[src/rtl/mem_stage.sv]
// MEM pipeline stage: issues load/store on the dmem req/ack bus and
// registers writeback parameters for WB; stalls upstream while busy.
module mem_stage #(
  parameter int unsigned TIMEOUT_CYCLES = 255
) (
  input  logic        clk,
  input  logic        rst,
  input  logic [4:0]  rd_addr_in,
  input  logic [31:0] rd_data_in,
  input  logic [3:0]  mem_op_in,
  input  logic [31:0] mem_data_in,
  output logic        stall,
  output logic        dmem_req,
  output logic        dmem_we,
  output logic [31:0] dmem_addr,
  output logic [3:0]  dmem_be,
  output logic [31:0] dmem_wdata,
  input  logic        dmem_ack,
  input  logic [31:0] dmem_rdata,
  output logic        wb_valid,
  output logic [4:0]  wb_rd_addr,
  output logic [31:0] wb_rd_data,
  output logic        misalign_exc,
  output logic        bus_err
);

  localparam logic [3:0] OP_LB  = 4'd1;
  localparam logic [3:0] OP_LBU = 4'd2;
  localparam logic [3:0] OP_LH  = 4'd3;
  localparam logic [3:0] OP_LHU = 4'd4;
  localparam logic [3:0] OP_LW  = 4'd5;
  localparam logic [3:0] OP_SB  = 4'd6;
  localparam logic [3:0] OP_SH  = 4'd7;
  localparam logic [3:0] OP_SW  = 4'd8;

  typedef enum logic {IDLE = 1'b0, BUSY = 1'b1} state_t;

  typedef struct packed {
    logic        req;
    logic        we;
    logic [31:0] addr;
    logic [3:0]  be;
    logic [31:0] wdata;
  } bus_t;

  typedef struct packed {
    logic        valid;
    logic [4:0]  rd;
    logic [31:0] data;
  } wb_t;

  state_t      state, state_nxt;
  logic [31:0] cnt, cnt_nxt;
  logic [3:0]  op_q;
  logic [1:0]  off_q;
  logic [4:0]  rd_q;
  bus_t        bus_q, bus_nxt;
  wb_t         wb_q, wb_nxt;
  logic        mis_q, mis_nxt;
  logic        berr_q, berr_nxt;

  logic        in_load, in_store, in_mem, misalign, issue;
  logic        ack_hit, timeout;
  logic [1:0]  in_size;
  logic [3:0]  be_in;
  logic [31:0] wdata_in;
  logic [7:0]  lane_b;
  logic [15:0] lane_h;
  logic [31:0] ld_data;
  logic        q_is_load;

  // size: 0 byte, 1 half, 2 word
  always_comb begin
    in_load  = 1'b0;
    in_store = 1'b0;
    in_size  = 2'd0;
    case (mem_op_in)
      OP_LB, OP_LBU: begin in_load  = 1'b1; in_size = 2'd0; end
      OP_LH, OP_LHU: begin in_load  = 1'b1; in_size = 2'd1; end
      OP_LW:         begin in_load  = 1'b1; in_size = 2'd2; end
      OP_SB:         begin in_store = 1'b1; in_size = 2'd0; end
      OP_SH:         begin in_store = 1'b1; in_size = 2'd1; end
      OP_SW:         begin in_store = 1'b1; in_size = 2'd2; end
      default: ;
    endcase
  end

  assign in_mem   = in_load | in_store;
  assign misalign = in_mem && ((in_size == 2'd1 && rd_data_in[0]) ||
                               (in_size == 2'd2 && rd_data_in[1:0] != 2'b00));
  assign issue    = (state == IDLE) && in_mem && !misalign;
  assign ack_hit  = (state == BUSY) && dmem_ack;
  // an ack in the final allowed cycle takes priority over the timeout
  assign timeout  = (state == BUSY) && !dmem_ack && (TIMEOUT_CYCLES != 0) &&
                    ((cnt + 32'd1) >= TIMEOUT_CYCLES);

  // gated by rst so a reset mid-access releases the pipeline without an edge
  assign stall = !rst && (issue || ((state == BUSY) && !dmem_ack && !timeout));

  always_comb begin
    be_in    = 4'b1111;
    wdata_in = mem_data_in;
    case (in_size)
      2'd0: begin
        be_in    = 4'b0001 << rd_data_in[1:0];
        wdata_in = {4{mem_data_in[7:0]}};
      end
      2'd1: begin
        be_in    = rd_data_in[1] ? 4'b1100 : 4'b0011;
        wdata_in = {2{mem_data_in[15:0]}};
      end
      default: ;
    endcase
    if (!in_store) wdata_in = 32'd0;
  end

  always_comb begin
    case (off_q)
      2'd0:    lane_b = dmem_rdata[7:0];
      2'd1:    lane_b = dmem_rdata[15:8];
      2'd2:    lane_b = dmem_rdata[23:16];
      default: lane_b = dmem_rdata[31:24];
    endcase
    lane_h = off_q[1] ? dmem_rdata[31:16] : dmem_rdata[15:0];
    case (op_q)
      OP_LB:   ld_data = {{24{lane_b[7]}}, lane_b};
      OP_LBU:  ld_data = {24'd0, lane_b};
      OP_LH:   ld_data = {{16{lane_h[15]}}, lane_h};
      OP_LHU:  ld_data = {16'd0, lane_h};
      default: ld_data = dmem_rdata;
    endcase
  end

  assign q_is_load = (op_q >= OP_LB) && (op_q <= OP_LW);

  always_ff @(posedge clk or posedge rst) begin
    if (rst) state <= IDLE;
    else     state <= state_nxt;
  end

  always_comb begin
    state_nxt = state;
    case (state)
      IDLE:    if (issue) state_nxt = BUSY;
      BUSY:    if (ack_hit || timeout) state_nxt = IDLE;
      default: state_nxt = IDLE;
    endcase
  end

  always_comb begin
    bus_nxt  = bus_q;
    wb_nxt   = '0;
    mis_nxt  = 1'b0;
    berr_nxt = 1'b0;
    cnt_nxt  = cnt;
    case (state)
      IDLE: begin
        cnt_nxt = 32'd0;
        if (!in_mem)
          wb_nxt = '{valid: (rd_addr_in != 5'd0), rd: rd_addr_in, data: rd_data_in};
        else if (misalign)
          mis_nxt = 1'b1;
        else
          bus_nxt = '{req: 1'b1, we: in_store, addr: {rd_data_in[31:2], 2'b00},
                      be: be_in, wdata: wdata_in};
      end
      BUSY: begin
        if (ack_hit) begin
          bus_nxt = '0;
          cnt_nxt = 32'd0;
          if (q_is_load)
            wb_nxt = '{valid: (rd_q != 5'd0), rd: rd_q, data: ld_data};
        end else if (timeout) begin
          bus_nxt  = '0;
          cnt_nxt  = 32'd0;
          berr_nxt = 1'b1;
        end else if (cnt != '1) begin
          cnt_nxt = cnt + 32'd1;
        end
      end
      default: bus_nxt = '0;
    endcase
  end

  always_ff @(posedge clk or posedge rst) begin
    if (rst) begin
      cnt    <= 32'd0;
      op_q   <= 4'd0;
      off_q  <= 2'd0;
      rd_q   <= 5'd0;
      bus_q  <= '0;
      wb_q   <= '0;
      mis_q  <= 1'b0;
      berr_q <= 1'b0;
    end else begin
      cnt    <= cnt_nxt;
      bus_q  <= bus_nxt;
      wb_q   <= wb_nxt;
      mis_q  <= mis_nxt;
      berr_q <= berr_nxt;
      if (issue) begin
        op_q  <= mem_op_in;
        off_q <= rd_data_in[1:0];
        rd_q  <= rd_addr_in;
      end
    end
  end

  assign dmem_req     = bus_q.req;
  assign dmem_we      = bus_q.we;
  assign dmem_addr    = bus_q.addr;
  assign dmem_be      = bus_q.be;
  assign dmem_wdata   = bus_q.wdata;
  assign wb_valid     = wb_q.valid;
  assign wb_rd_addr   = wb_q.rd;
  assign wb_rd_data   = wb_q.data;
  assign misalign_exc = mis_q;
  assign bus_err      = berr_q;

endmodule
[config.mk]
export PLATFORM = sky130hd
export DESIGN_NAME = mem_stage
export DESIGN_NICKNAME = d
export VERILOG_FILES = /design/src/rtl/mem_stage.sv
export SDC_FILE = /design/constraint.sdc
export NUM_CORES = 1
export LEC_CHECK = 0
export ABC_AREA = 1
export CAP_MARGIN = 40
export CORE_ASPECT_RATIO = 0.6
export CORE_MARGIN = 4
export CORE_UTILIZATION = 44
export CTS_CLUSTER_DIAMETER = 40
export DETAILED_ROUTE_END_ITERATION = 6
export GPL_TIMING_DRIVEN = 1
export MAX_ROUTING_LAYER = met4
export PLACE_DENSITY = 0.87
export SYNTH_ARGS = -nofsm -noshare
export SYNTH_HDL_FRONTEND = slang
export SYNTH_SLANG_ARGS = --single-unit
export TNS_END_PERCENT = 10
[constraint.sdc]
create_clock -name clk -period 5.07 [get_ports clk]
set_input_delay 1.014 -clock clk [delete_from_list [all_inputs] [get_ports clk]]
set_output_delay 1.014 -clock clk [all_outputs]
set_load 0.1 [all_outputs]
==> metrics <==
slowest stage delay, CP=600 ps; CTS tree=done; I/O pin count=219; post-route ant nets=0; Worst-path clk slew=70 ps; n_diodes=0; Mapped Cells=1081; vias per cell=5.49; Hold Crit Start=dmem_wdata[13]; min-delay worst type=reg -> reg; setup tns final=0 ps; gr usage total=31.1%; Synth Warn #=0; Via Count=8999; Fin Clk Skew=9.21 ps; Final Cycle Share=82.4%; result of the run=completed; Layout area overhead=65.1%; DRC viols=0; critical path startpoint category=input pin; DRT iter0 DRCs=1038; setup repair bufs after CTS=0; crit-path cells=clkdlybuf4s50_1, nor2_1, nand2_1, nor2_1, inv_2, o31ai_1, inv_1, buf_4, o22ai_1, inv_1, nand2_1, a21oi_1, buf_12; final WL=30900 um; Sink Count=152; post-CTS resize count=0; peak supply drop=0.307 mV; max-slew violations=0; total power=5.83 mW; max frequency=0.239 GHz; worst path arrival time=3160 ps; dpl ws=869 ps; Final Wtd Congestion=0.986; Syn Area/Cell=7.31 um2; post-DP HPWL=23300 um; final hold violations=0; hold buffer count at cts=0; CP delay by family, top=buffers and inverters; CP Class=in -> out; worst-margin pin slew=740 ps; Reg-to-Reg Start=cnt[0]; vias in the first global route=8963; Clock Latency Late Sink=420 ps; Die ar.=0.0202 mm2; Pleak=6.01 nW; Core Rows=37; pwr/cell area=447 mW/mm2; TritonCTS Buffers=17; worst hold slack=471 ps; fillers=1201; layout cells sized above 1=12.9%; RSZ-0062 raised after global routing=false; Die W=181 um; largest net degree at the start of global routing=83; CP Launch Point=mem_op_in[1]; final setup fails=0; Max FO, Critical Path=29; min cycle time layout=4180 ps; register area share after synthesis=48.2%; Req. time, crit path=4060 ps; iteration count of the initial detailed-routing pass=5; setup slack after layout=891 ps; Netlist cell types=37; Std-Cell Core Area=0.0174 mm2; number of port buffers=216; H-tree Lvls=4; synthesized area=0.00790 mm2; Crit-path slowest cell=clkdlybuf4s50_1; CP Buf/Inv Count=6; nets=1503; Max-Slew Margin vs Limit=50.6%; initial core utilization=45.5%; chip height=112 um; DR WL/cell=18.8 um; Max-Cap Viols=0; #FFs+latches synth=152; maximum buffer depth of the clock tree=2; CP Capture Type=primary output; Remaining Overflow, GRT=0; final core occ=75.1%; clock root cell=clkbuf_16; initial antenna violation count=0; first-pass GRT wire length=48900 um
-- cell usage in the layout (no fill, tap or decap), types with 3 or more instances in the layout --
cell	n
dfrtp_1	152
nor2_2	8
nor4_1	5
o211ai_1	6
o21ai_1	4
inv_6	4
buf_4	11
nor3_1	39
o22ai_1	11
o221ai_1	3
nand3_1	60
clkbuf_16	17
nor2_4	3
buf_16	34
buf_8	76
nand2_1	378
nand3b_1	6
bufinv_16	5
clkdlybuf4s50_1	215
nor2_1	114
a21oi_1	22
buf_12	3
nand4_1	11
nand2_2	5
o21ai_0	112
inv_1	70
-- path summary, 6_finish.rpt --
path / endpoint / slack (ps) / depth (start not counted)
max: stall / 890 / 13
min: dmem_wdata[13] / 470 / 2
max reg2reg: dmem_addr[25] / 1570 / 16
min reg2reg: dmem_wdata[13] / 470 / 2
max in group asynchronous: wb_rd_data[2] / 3090 / 4
min in group asynchronous: dmem_wdata[20] / 1070 / 2
-- worst register-to-register path: cells and delay by family, from the launching register on --
family	cells	cell delay, ps
and+or+nand+nor	13	1840
buffers and inverters	2	910
DFF	1	390
adders and majority gates	1	240
-- logic make-up after synthesis --
| group | Yosys count | synth area share [%] |
|---|---|---|
| AOI/OAI and AO/OA | 165 | 11.3 |
| xor gates and xnor gates | 4 | 0.444 |
| and+or+nand+nor | 632 | 33.2 |
| DFF | 152 | 48.2 |
| other | 1 | 0.0475 |
| buffers and inverters | 125 | 6.53 |
| adders and majority gates | 2 | 0.317 |
-- power by group --
part | internal, mW | leakage [nW] | switching (mW)
registers | 1.38 | 2.03 | 0.113
clock network | 0.910 | 0.323 | 0.546
logic | 1.00 | 3.66 | 1.88
-- synthesized netlist by cell type, drive strengths merged --
| library cell | instances | area share, % |
|---|---|---|
| nor3 | 39 | 2.5 |
| o211ai | 6 | 0.57 |
| a21oi | 24 | 1.6 |
| conb | 1 | 0.047 |
| nor3b | 1 | 0.095 |
| a22o | 1 | 0.11 |
| nand3 | 60 | 3.8 |
| o41ai | 1 | 0.11 |
| a31oi | 1 | 0.079 |
| nand3b | 6 | 0.57 |
| nand2 | 383 | 18 |
| o22ai | 11 | 0.87 |
| dfrtp | 152 | 48 |
| ha | 2 | 0.32 |
| nand4 | 12 | 1.0 |
| nor2 | 125 | 6.4 |
| o21ai | 116 | 7.3 |
| o31ai | 1 | 0.095 |
| and2 | 1 | 0.079 |
| clkinv | 2 | 0.095 |
| xnor2 | 2 | 0.22 |
| nor4 | 5 | 0.40 |
| clkbuf | 38 | 1.8 |
| a32o | 1 | 0.13 |
| buf | 13 | 1.2 |
| o221ai | 3 | 0.33 |
| xor2 | 2 | 0.22 |
| inv | 72 | 3.4 |
-- metal layers --
metal	GRT usage [%]	up-vias	wire (um)
met4	8.15	0	600
met3	7.84	49	3170
met5	-	-	0
li1	-	4123	-
met2	47.7	535	14300
met1	41.5	4292	12800
-- through the flow --
stage | instances | cell area (um2)
2_1_floorplan | 1082 | 7910
3_3_place_gp | 1494 | 10300
3_5_place_dp | 1608 | 12400
4_1_cts | 1639 | 13000
5_1_grt | 1639 | 13000
6_report | 1639 | 13000
-- flip-flops by register name, indices dropped and copies added, names as in the netlist, 2 cells and up --
signal and count:
dmem_be 4, wb_rd_data 32, op_q 4, off_q 2, rd_q 5, dmem_addr 30, cnt 32, wb_rd_addr 5
dmem_wdata 32
-- layout make-up --
class,count,area (um2),share of cell area [%]
tap,234,293,2.25
timing repair buffer,343,4400,33.8
sequential,152,3800,29.2
clock buffer,19,453,3.47
inverter,74,282,2.16
multi-input combinational,805,3590,27.5
clock inverter,12,213,1.63
Note: power is estimated with default switching activity, not from simulation.
